File: src/rtl/div_16x8_signed_seq.sv
// Signed sequential divider: a (MAC_OUT_WIDTH) / b (MAC_IN_WIDTH), truncating, radix-2 restoring.
// Latency: MAC_OUT_WIDTH enabled edges after accept; divide-by-zero and MIN/-1 overflow finish on the accept edge.
// Backpressure: result held in DONE until i_ready; o_ready only in IDLE; i_en_ff=0 freezes everything.
// Ports: i_clk/i_rst (sync, active-high), i_en_ff clock enable,
//        i_valid/o_ready + a,b request; o_valid/i_ready + quo,rem,o_div0,o_ovf result.
module div_16x8_signed_seq #(
  parameter int MAC_IN_WIDTH  = 8,
  parameter int MAC_OUT_WIDTH = MAC_IN_WIDTH * 2
) (
  input  logic                     i_clk,
  input  logic                     i_rst,
  input  logic                     i_en_ff,
  input  logic                     i_valid,
  output logic                     o_ready,
  input  logic [MAC_OUT_WIDTH-1:0] a,
  input  logic [MAC_IN_WIDTH-1:0]  b,
  output logic                     o_valid,
  input  logic                     i_ready,
  output logic [MAC_OUT_WIDTH-1:0] quo,
  output logic [MAC_IN_WIDTH-1:0]  rem,
  output logic                     o_div0,
  output logic                     o_ovf
);

  localparam int NW = MAC_OUT_WIDTH;
  localparam int DW = MAC_IN_WIDTH;
  localparam int CW = $clog2(NW);
  localparam logic [NW-1:0] QMAX = {1'b0, {(NW-1){1'b1}}};
  localparam logic [NW-1:0] QMIN = {1'b1, {(NW-1){1'b0}}};
  localparam logic [CW-1:0] LAST = CW'(NW - 1);

  typedef enum logic [1:0] {S_IDLE, S_CALC, S_DONE} state_t;

  state_t          r_state;
  state_t          w_state_nxt;
  logic [CW-1:0]   r_cnt;
  logic [NW-1:0]   r_num;    // |a| shifting out MSB-first, quotient bits shifting in
  logic [DW-1:0]   r_part;   // partial remainder
  logic [DW-1:0]   r_den;    // |b|
  logic            r_neg_q;
  logic            r_neg_r;
  logic [NW-1:0]   r_quo;
  logic [DW-1:0]   r_rem;
  logic            r_div0;
  logic            r_ovf;

  logic            w_accept;
  logic            w_last;
  logic            w_b_zero;
  logic            w_ovf_case;
  logic [NW-1:0]   w_abs_a;
  logic [DW-1:0]   w_abs_b;
  logic [DW:0]     w_shift;
  logic            w_ge;
  logic [DW-1:0]   w_diff;
  logic [DW-1:0]   w_part_nxt;
  logic [NW-1:0]   w_num_nxt;
  logic [NW-1:0]   w_quo_fin;
  logic [DW-1:0]   w_rem_fin;

  // Magnitudes are held unsigned, so the most negative inputs map exactly
  // (0x8000 -> 32768, 0x80 -> 128) without needing an extra bit.
  assign w_abs_a    = a[NW-1] ? (~a + 1'b1) : a;
  assign w_abs_b    = b[DW-1] ? (~b + 1'b1) : b;
  assign w_b_zero   = (b == '0);
  assign w_ovf_case = (a == QMIN) && (b == '1);

  // One restoring step. The partial remainder is always < |b| <= 2^(DW-1),
  // so the difference fits in DW bits and the modular subtract is exact.
  assign w_shift    = {r_part, r_num[NW-1]};
  assign w_ge       = (w_shift >= {1'b0, r_den});
  assign w_diff     = w_shift[DW-1:0] - r_den;
  assign w_part_nxt = w_ge ? w_diff : w_shift[DW-1:0];
  assign w_num_nxt  = {r_num[NW-2:0], w_ge};
  assign w_quo_fin  = r_neg_q ? (~w_num_nxt + 1'b1) : w_num_nxt;
  assign w_rem_fin  = r_neg_r ? (~w_part_nxt + 1'b1) : w_part_nxt;

  always_comb begin
    w_state_nxt = r_state;
    o_ready     = 1'b0;
    o_valid     = 1'b0;
    w_accept    = 1'b0;
    w_last      = 1'b0;
    case (r_state)
      S_IDLE: begin
        o_ready = 1'b1;
        if (i_valid) begin
          w_accept    = 1'b1;
          w_state_nxt = (w_b_zero || w_ovf_case) ? S_DONE : S_CALC;
        end
      end
      S_CALC: begin
        if (r_cnt == LAST) begin
          w_last      = 1'b1;
          w_state_nxt = S_DONE;
        end
      end
      S_DONE: begin
        o_valid = 1'b1;
        if (i_ready) w_state_nxt = S_IDLE;
      end
      default: w_state_nxt = S_IDLE;
    endcase
  end

  always_ff @(posedge i_clk) begin
    if (i_rst) begin
      r_state <= S_IDLE;
    end else if (i_en_ff) begin
      r_state <= w_state_nxt;
    end
  end

  always_ff @(posedge i_clk) begin
    if (i_rst) begin
      r_cnt   <= '0;
      r_num   <= '0;
      r_part  <= '0;
      r_den   <= '0;
      r_neg_q <= 1'b0;
      r_neg_r <= 1'b0;
      r_quo   <= '0;
      r_rem   <= '0;
      r_div0  <= 1'b0;
      r_ovf   <= 1'b0;
    end else if (i_en_ff) begin
      if (w_accept) begin
        r_cnt   <= '0;
        r_num   <= w_abs_a;
        r_part  <= '0;
        r_den   <= w_abs_b;
        r_neg_q <= a[NW-1] ^ b[DW-1];
        r_neg_r <= a[NW-1];
        // Special cases publish their result on the accept edge itself.
        if (w_b_zero) begin
          r_quo  <= a[NW-1] ? QMIN : QMAX;
          r_rem  <= '0;
          r_div0 <= 1'b1;
          r_ovf  <= 1'b0;
        end else if (w_ovf_case) begin
          r_quo  <= QMAX;
          r_rem  <= '0;
          r_div0 <= 1'b0;
          r_ovf  <= 1'b1;
        end
      end else if (r_state == S_CALC) begin
        r_cnt  <= r_cnt + 1'b1;
        r_num  <= w_num_nxt;
        r_part <= w_part_nxt;
        if (w_last) begin
          r_quo  <= w_quo_fin;
          r_rem  <= w_rem_fin;
          r_div0 <= 1'b0;
          r_ovf  <= 1'b0;
        end
      end
    end
  end

  assign quo    = r_quo;
  assign rem    = r_rem;
  assign o_div0 = r_div0;
  assign o_ovf  = r_ovf;

endmodule

File: config.mk
export PLATFORM = sky130hd
export DESIGN_NAME = div_16x8_signed_seq
export DESIGN_NICKNAME = d
export VERILOG_FILES = /design/src/rtl/div_16x8_signed_seq.sv
export SDC_FILE = /design/constraint.sdc
export NUM_CORES = 1
export LEC_CHECK = 0
export ABC_AREA = 1
export CAP_MARGIN = 5
export CORE_AREA = 2 2 88 90
export CTS_CLUSTER_DIAMETER = 120
export DETAILED_ROUTE_END_ITERATION = 10
export DIE_AREA = 0 0 90 92
export GPL_TIMING_DRIVEN = 1
export PLACE_DENSITY_LB_ADDON = 0.05
export SLEW_MARGIN = 10
export SYNTH_ARGS = -nofsm -noshare
export SYNTH_HDL_FRONTEND = slang
export SYNTH_SLANG_ARGS = --single-unit
File: constraint.sdc
create_clock -name i_clk -period 6.9 [get_ports i_clk]
set_input_delay 2.07 -clock i_clk [delete_from_list [all_inputs] [get_ports i_clk]]
set_output_delay 2.07 -clock i_clk [all_outputs]
set_load 0.01 [all_outputs]
==> flow_summary_export.csv, run 1 <==
group,metric,value,unit
run_status,status,"finished, final reports clean",
clock_tree,clock-root-buffer,"clkbuf_8",
setup_path,r2r_end,"quo[14]",
sta,clock.fmax,223,MHz
min_path,min_from,"rem[0]",
clock_tree,clock_path_buffers,2,
detailed_routing,drt-initial-drc-count,291,
floorplanning,die_h,92,µm
placed_design,gp_congestion,0.868,
sta,layout_min_cycle_time,4.48,ns
power,ir_worst_vdd,133,µV
clock_tree,hold_buffers,0,
detailed_routing,wl,11400,µm
setup_path,reg2reg_depth,20,
logic_synthesis,synth_seq_cells,66,
floorplanning,core_region_area,0.00745,mm²
logic_synthesis,synth_cell_types,46,
logic_synthesis,synth_seq_area_share,0.309,
grt,antenna_found_initial,0,
floorplanning,io_pins,57,
setup_path,crit_slowest_cell,"clkdlybuf4s50_1",
logic_synthesis,syn-num-nets,678,
setup_path,criticalPathCategory,"in -> reg",
clock_tree,ctsResizeCount,0,
floorplanning,rows,32,
clock_tree,clock_latency,0.35,ns
logic_synthesis,ys_warn_count,0,
detailed_routing,wire_per_inst,14.5,µm
sta,max_slew_margin,0.355,
sta,setup_viol,0,
grt,grt_pass1_wl,19100,µm
cells_and_area,fill_cells,688,
sta,fin_setup_tns,0,ns
floorplanning,start_util,0.574,
logic_synthesis,synth_ff_type,"dfxtp_1",
setup_path,cp-startpoint,"a[15]",
detailed_routing,route.detailed.drc,0,
cells_and_area,layout_common_cells,"nand2_1, inv_1, dfxtp_1, clkdlybuf4s50_1, nor2_1",
logic_synthesis,postSynthAreaPerCell,6.74,µm²
clock_tree,cts.sinks,66,
logic_synthesis,syn_area,0.00427,mm²
min_path,worstHoldPathType,"reg -> reg",
setup_path,path_max_fanout,20,
setup_path,path_cells,"clkdlybuf4s50_1 > inv_2 > nor4_1 > nand3_1 > nand3_1 > nand2_1 > or2_1 > nand2_1 > inv_1 > a21oi_1",
setup_path,start_kind,"primary input",
setup_path,critical_path_arrival,4.75,ns
cells_and_area,nNetsFinal,724,
grt,grt_pass1_vias,4116,
grt,overflow,0,
logic_synthesis,synth_cells,634,
setup_path,timing.rr.start,"r_part[5]",
min_path,holdPathEnd,"rem[0]",
placed_design,dp_hpwl,8530,µm
detailed_routing,ant_nets,0,
floorplanning,die_x,90,µm
grt,grt_max_degree,41,
detailed_routing,viasPerCell,5.58,
sta,drv_slew,0,
power,p_leak,2.21,nW
grt,grt_use_total,0.284,
cells_and_area,drive_above_1_share,0.0964,
cells_and_area,final_common_cell,"nand2_1",
cells_and_area,final_util,0.685,
placed_design,port_buffers,56,
detailed_routing,drtPass1Iterations,5,
cells_and_area,area_growth,19.3,%
sta,rsz0062_at_grt,"false",
cells_and_area,n_antenna_cell,0,
min_path,whs_path_depth,2,
sta,hold_viol_final,0,
sta,finalCritPeriodShare,0.649,
logic_synthesis,synthArstFlopShare,0,
setup_path,cpPeakStageDelay,0.80,ns
setup_path,end_kind,"flop",
clock_tree,cts.clk_slew.worst_paths,0.07,ns
clock_tree,postCtsSetupBuffers,0,
power,powerDensity,301,mW/mm²
floorplanning,die_area,0.00828,mm²
sta,clock_skew,0.00872,ns
logic_synthesis,synth_edf_count,0,
clock_tree,cts_tree,"yes",
clock_tree,cts_made_buffers,9,
sta,tightest_slew,0.964,ns
detailed_routing,vias,4394,
clock_tree,htreeDepth,3,
setup_path,r2r_slack,3.75,ns
job,max-cap-violations,0,
setup_path,cp_data_required_time,7.18,ns
==> cell type report <==
cell class | count | area [µm²] | area share
clock buffers | 12 | 155 | 0.0304
clock inverters | 4 | 73.8 | 0.0145
inverters | 87 | 329 | 0.0645
multi-input cells | 458 | 2520 | 0.494
flip-flops and latches | 66 | 1320 | 0.259
well taps | 102 | 128 | 0.0250
repair buffers | 58 | 576 | 0.113
==> through the flow <==
step           area (µm²)  hold WS [ns]  total power, mW  worst slack (ns)  instances
4_1_cts              5100         0.477             1.53              2.46        787
5_1_grt              5100         0.501             1.63              2.06        787
6_report             5100         0.473             1.53              2.42        787
3_5_place_dp         4870         0.465             1.15              2.09        771
2_1_floorplan        4270         0.453            0.990              3.49        634
3_3_place_gp         4870         0.452             1.14              2.20        771
==> registers in the layout, indices dropped and copies added (netlist names), 2 cells and up <==
name and flops:
rem 8, r_num 16, r_den 8, r_cnt 4, r_part 8, r_state 2, quo 16
==> worst max-delay path: cells and delay by family <==
kind,cells,cell delay [ns]
simple gates,6,1.49
compound gates,1,0.13
buf+inv,3,1.06
==> layer usage <==
metal,global-route usage,vias to the layer above,share of wire
met5,0,-,0
met4,0.105,0,0.024
met3,0.0592,25,0.058
met2,0.479,147,0.47
met1,0.359,2015,0.45
li1,-,2207,-
==> worst max-delay path by stage <==
stage | endpoint | slack [ns]
floorplan | o_ovf | 3.49
global placement | quo[13] | 2.20
detailed placement | quo[13] | 2.09
CTS | quo[13] | 2.46
global route | quo[13] | 2.06
finish | quo[13] | 2.42
==> cells by family (layout without fill, tap and decap cells) <==
group | count (synthesis) | in the layout | share of synthesized area
compound gates | 133 | 133 | 0.184
buf+inv | 110 | 161 | 0.102
xor+xnor | 11 | 11 | 0.0225
fa+ha+maj | 15 | 15 | 0.0457
simple gates | 299 | 299 | 0.336
flops | 66 | 66 | 0.309
==> synth_stat cells (all sizes together) (3+ instances only) <==
master	instances	area, µm²
nand2	152	657
inv	87	329
dfxtp	66	1320
nor2	61	269
a21oi	54	285
nand3	53	298
o21ai	38	190
clkbuf	14	52.6
ha	14	175
nor3	12	70.1
nand4	11	75.1
o22ai	10	62.6
buf	9	53.8
a31oi	8	50.1
a221oi	7	61.3
xor2	7	61.3
nand3b	5	37.5
o211ai	5	37.5
xnor2	4	35.0
nor4	3	18.8
o31ai	3	22.5
==> power breakdown <==
group	total, mW	internal, mW	switching, mW	leakage, nW
sequential	0.445	0.415	0.0299	0.538
combinational	0.710	0.246	0.464	1.55
clock	0.378	0.223	0.155	0.117
Note: power is estimated with default switching activity, not from simulation.
==> run 2: changes to the inputs <==
--- a/config.mk
+++ b/config.mk
@@ -7,10 +7,10 @@
 export LEC_CHECK = 0
 export ABC_AREA = 1
 export CAP_MARGIN = 5
-export CORE_AREA = 2 2 88 90
+export CORE_AREA = 2 2 91 93
 export CTS_CLUSTER_DIAMETER = 120
 export DETAILED_ROUTE_END_ITERATION = 10
-export DIE_AREA = 0 0 90 92
+export DIE_AREA = 0 0 93 95
 export GPL_TIMING_DRIVEN = 1
 export PLACE_DENSITY_LB_ADDON = 0.05
 export SLEW_MARGIN = 10
==> constraint.sdc (replaced) <==
create_clock -name i_clk -period 4.2 [get_ports i_clk]
set_input_delay 1.26 -clock i_clk [delete_from_list [all_inputs] [get_ports i_clk]]
set_output_delay 1.26 -clock i_clk [all_outputs]
set_load 0.01 [all_outputs]
==> run 2 against run 1 <==
Sequential share of layout area decreased by 0.11 points. Clock skew increased by 0.0054 ns. Hold slack got worse by 0.010 ns. Total power increased by 63%. Utilization decreased by 3.9 points. Non-clock buffer count increased by 4. Largest power group unchanged. Critical path depth increased by 3. Flip-flop and latch count unchanged. Largest cell class unchanged. Highest routed layer unchanged. Worst setup slack got worse by 1.5 ns. Design area increased by 0.44%.
==> flow_summary_export.csv, run 2 (synthesis results as in run 1) <==
group,metric,value,unit
power,powerDensity,488,mW/mm²
clock_tree,clock-root-buffer,"clkbuf_8",
clock_tree,cts.sinks,66,
clock_tree,ctsResizeCount,0,
sta,clock.fmax,308,MHz
setup_path,end_kind,"flop",
power,finalPower,2.50,mW
sta,tightest_slew,0.651,ns
detailed_routing,ant_nets,0,
sta,clock_skew,0.0141,ns
detailed_routing,drtPass1Iterations,5,
clock_tree,postCtsSetupBuffers,0,
sta,hold_viol_final,0,
run_status,status,"finished, final reports clean",
power,p_leak,2.21,nW
grt,antenna_found_initial,0,
grt,grt_use_total,0.263,
clock_tree,cts_made_buffers,9,
floorplanning,io_pins,57,
sta,max_slew_margin,0.565,
sta,layout_min_cycle_time,3.24,ns
setup_path,start_kind,"primary input",
placed_design,dp_hpwl,8400,µm
detailed_routing,wire_per_inst,14.1,µm
cells_and_area,final_util,0.646,
power,ir_worst_vdd,233,µV
clock_tree,cts.clk_slew.worst_paths,0.07,ns
detailed_routing,drt-initial-drc-count,480,
detailed_routing,wl,11200,µm
clock_tree,clock_path_buffers,2,
sta,rsz0062_at_grt,"false",
job,max-cap-violations,0,
floorplanning,start_util,0.539,
setup_path,path_max_fanout,20,
setup_path,critical_path_arrival,3.52,ns
cells_and_area,n_antenna_cell,0,
placed_design,port_buffers,56,
grt,grt_pass1_vias,3841,
setup_path,cp_data_required_time,4.48,ns
sta,setup_viol,0,
clock_tree,cts_tree,"yes",
grt,grt_max_degree,40,
floorplanning,die_area,0.00884,mm²
detailed_routing,vias,4372,
floorplanning,die_h,95,µm
clock_tree,htreeDepth,3,
setup_path,criticalPathCategory,"in -> reg",
floorplanning,rows,33,
sta,fin_setup_tns,0,ns
cells_and_area,nNetsFinal,728,
cells_and_area,final_common_cell,"nand2_1",
grt,grt_pass1_wl,18500,µm
clock_tree,clock_latency,0.35,ns
cells_and_area,layout_common_cells,"nand2_1, inv_1, dfxtp_1, clkdlybuf4s50_1, nor2_1",
grt,overflow,0,
detailed_routing,viasPerCell,5.51,
detailed_routing,route.detailed.drc,0,
sta,timing.hold.ws,0.463,ns
sta,finalCritPeriodShare,0.772,
sta,drv_slew,0,
min_path,worstHoldPathType,"reg -> reg",
floorplanning,die_x,93,µm
clock_tree,hold_buffers,0,
floorplanning,core_region_area,0.00793,mm²
cells_and_area,drive_above_1_share,0.103,
cells_and_area,area_growth,19.8,%
placed_design,gp_congestion,0.926,
-- run 2: cell types whose count changed in the layout (fill, tap and decap cells not counted), sizes merged --
cell,delta
buf,+4
clkbuf,-3
clkinvlp,+2
clkinv,+1
-- run 2: per-layer routing --
metal,vias to the layer above,track usage,part of all wire
met4,0,0.0797,0.015
met1,1974,0.388,0.49
met2,168,0.402,0.43
met5,-,0,0
met3,19,0.0311,0.066
li1,2211,-,-
-- run 2: power breakdown --
| part | leakage [nW] | switching (mW) | internal [mW] |
|---|---|---|---|
| logic | 1.57 | 0.760 | 0.410 |
| registers | 0.538 | 0.0495 | 0.682 |
| clock network | 0.105 | 0.266 | 0.333 |
-- run 2: per-stage QoR --
stage / cell area, µm² / std cells / setup WS [ns]
after floorplan: 4270 / 634 / 1.60
after global placement: 4900 / 778 / 0.682
after detailed placement: 4900 / 778 / 0.607
after CTS: 5120 / 794 / 0.950
after global routing: 5120 / 794 / 0.765
final: 5120 / 794 / 0.956
-- run 2: layout make-up --
cell class              instances  area (µm²)
clock buffers                   9         124
clock inverters                 7        93.8
fillers                       763        2810
inverters                      87         329
multi-input cells             458        2520
flip-flops and latches         66        1320
well taps                     105         131
repair buffers                 62         606
-- run 2: worst paths after layout --
path / from / endpoint / slack (ns) / cells after the start
worst max-delay path: a[0] / quo[13] / 0.96 / 13
worst min-delay path: rem[0] / rem[0] / 0.46 / 2
worst min register to register: rem[0] / rem[0] / 0.46 / 2
worst max register to register: r_part[5] / quo[14] / 1.09 / 20
-- run 2: critical path: stages --
cell             delay [ns]
clkdlybuf4s50_1        0.47
inv_1                  0.09
ha_1                   0.21
nand3_1                0.14
nor4_1                 0.25
nand3_1                0.22
nand3_1                0.12
nand2_1                0.05
buf_4                  0.20
or2_1                  0.28
nand2_1                0.07
inv_1                  0.04
a21oi_1                0.12
==> run 3: changes to the inputs <==
==> constraint.sdc (replaced) <==
create_clock -name i_clk -period 3.4 [get_ports i_clk]
set_input_delay 1.02 -clock i_clk [delete_from_list [all_inputs] [get_ports i_clk]]
set_output_delay 1.02 -clock i_clk [all_outputs]
set_load 0.01 [all_outputs]
==> run 3 against run 2 <==
Clock skew decreased by 0.0071 ns. Count of clock-buffer cells in the layout did not move. Final cell count is 0.25% higher. First-iteration DRC count decreased by 29%. Clock power rose by 18%.
==> flow_summary_export.csv, run 3 (synthesis results as in run 1) <==
group,metric,value,unit
setup_path,timing.rr.start,"r_part[5]",
setup_path,criticalPathCategory,"reg -> reg",
detailed_routing,drt-initial-drc-count,341,
floorplanning,io_pins,57,
setup_path,end_kind,"flop",
clock_tree,htreeDepth,3,
clock_tree,hold_buffers,0,
min_path,holdPathEnd,"rem[0]",
grt,grt_use_total,0.257,
sta,rsz0062_at_grt,"false",
grt,grt_max_degree,30,
clock_tree,cts.sinks,66,
cells_and_area,final_common_cell,"nand2_1",
cells_and_area,layout_common_cells,"nand2_1, inv_1, dfxtp_1, clkdlybuf4s50_1, nor2_1",
cells_and_area,area_growth,20.1,%
clock_tree,ctsResizeCount,0,
min_path,whs_path_depth,2,
placed_design,dp_hpwl,8360,µm
cells_and_area,nNetsFinal,731,
grt,grt_pass1_wl,17900,µm
setup_path,critical_path_arrival,3.30,ns
setup_path,path_buf_inv,1,
detailed_routing,route.detailed.drc,0,
placed_design,pre_cts_ws,0.265,ns
clock_tree,postCtsSetupBuffers,0,
sta,max_slew_margin,0.654,
setup_path,r2r_end,"quo[12]",
setup_path,crit_top_cell,"nand2_1",
setup_path,crit_family,"simple AND/OR/NAND/NOR gates",
sta,finalCritPeriodShare,0.890,
job,max-cap-violations,0,
setup_path,cpPeakStageDelay,0.37,ns
detailed_routing,viasPerCell,5.44,
power,p_leak,2.23,nW
placed_design,port_buffers,56,
sta,tightest_slew,0.518,ns
floorplanning,core_region_area,0.00793,mm²
sta,layout_min_cycle_time,3.03,ns
cells_and_area,design_area,0.00513,mm²
placed_design,gp_congestion,0.921,
setup_path,crit_slowest_cell,"ha_1",
sta,fin_ws,0.373,ns
setup_path,path_cells,"ha_1 > nand2_1 > nand2_1 > nand2_1 > nand2_1 > nor2_4 > nand2_8 > inv_4 > ha_1 > nand2_1 > nor2_1 > nand3_1 > nor2_1 > nand3_1 > nand2_1 > nand2_1 > xor2_1 > nand2_1 > a31oi_1",
floorplanning,start_util,0.539,
grt,overflow,0,
grt,antenna_found_initial,0,
cells_and_area,fill_cells,739,
sta,clock_skew,0.00701,ns
detailed_routing,vias,4327,
floorplanning,die_h,95,µm
sta,drv_slew,0,
power,finalPower,3.05,mW
setup_path,cp_data_required_time,3.67,ns
sta,clock.fmax,330,MHz
sta,hold_viol_final,0,
clock_tree,clock_latency,0.35,ns
floorplanning,die_x,93,µm
setup_path,path_max_fanout,10,
clock_tree,cts.clk_slew.worst_paths,0.07,ns
placed_design,place_inst,781,
detailed_routing,wire_per_inst,13.6,µm
floorplanning,die_area,0.00884,mm²
setup_path,reg2reg_depth,19,
clock_tree,clock-root-buffer,"clkbuf_8",
detailed_routing,drtPass1Iterations,5,
min_path,min_from,"rem[0]",
cells_and_area,fin_cells,796,
cells_and_area,final_util,0.648,
cells_and_area,n_antenna_cell,0,
floorplanning,rows,33,
sta,setup_viol,0,
detailed_routing,ant_nets,0,
clock_tree,cts_tree,"yes",
clock_tree,cts_made_buffers,9,
power,ir_worst_vdd,263,µV
min_path,worstHoldPathType,"reg -> reg",
run_status,status,"finished, final reports clean",
placed_design,dpl-instance-area,0.00493,mm²
setup_path,start_kind,"flop",
power,powerDensity,594,mW/mm²
sta,timing.hold.ws,0.464,ns
grt,grt_pass1_vias,3763,
detailed_routing,wl,10800,µm
sta,fin_setup_tns,0,ns
clock_tree,clock_path_buffers,2,
cells_and_area,drive_above_1_share,0.106,
setup_path,r2r_slack,0.37,ns
## run 3: cell types whose count changed in the layout (fill, tap and decap cells not counted)
| cell | previous run | this run |
|---|---|---|
| clkinv_2 | 2 | 3 |
| buf_4 | 6 | 9 |
| clkinvlp_4 | 2 | 1 |
| clkinv_4 | 1 | 0 |
## run 3: how the worst max path moves through the flow
| stage | endpoint | from | cells after the start | slack [ns] |
|---|---|---|---|---|
| 2_1_floorplan | quo[14] | r_den[6] | 21 | 0.89 |
| 3_3_place_gp | quo[13] | a[0] | 12 | 0.33 |
| 3_5_place_dp | quo[13] | a[0] | 12 | 0.26 |
| 4_1_cts | quo[12] | r_part[5] | 19 | 0.41 |
| 5_1_grt | quo[14] | r_part[5] | 21 | 0.06 |
| 6_report | quo[12] | r_part[5] | 19 | 0.37 |
## run 3: per-layer routing
layer / vias to the layer above / track usage / share of wire
li1: 2223 / - / -
met3: 12 / 0.0559 / 0.056
met5: - / 0 / 0
met4: 0 / 0.0686 / 0.012
met1: 1945 / 0.362 / 0.50
met2: 147 / 0.401 / 0.44
## run 3: power breakdown
group / internal (mW) / switching, mW / total, mW / leakage [nW]
registers: 0.843 / 0.0600 / 0.903 / 0.538
clock network: 0.404 / 0.300 / 0.705 / 0.105
logic: 0.507 / 0.936 / 1.44 / 1.59
## run 3: final cells by class
type	instances	area [µm²]	area share
clock buffers	9	124	0.0241
clock inverters	6	82.6	0.0161
inverters	87	329	0.0641
multi-input cells	458	2520	0.490
flip-flops and latches	66	1320	0.257
well taps	105	131	0.0256
repair buffers	65	628	0.122
## run 3: worst min-delay path, delay by kind of cell, from the launching register on
kind | cells | cell delay, ns
AOI/OAI and AO/OA | 1 | 0.05
DFF | 1 | 0.31
and+or+nand+nor | 1 | 0.06
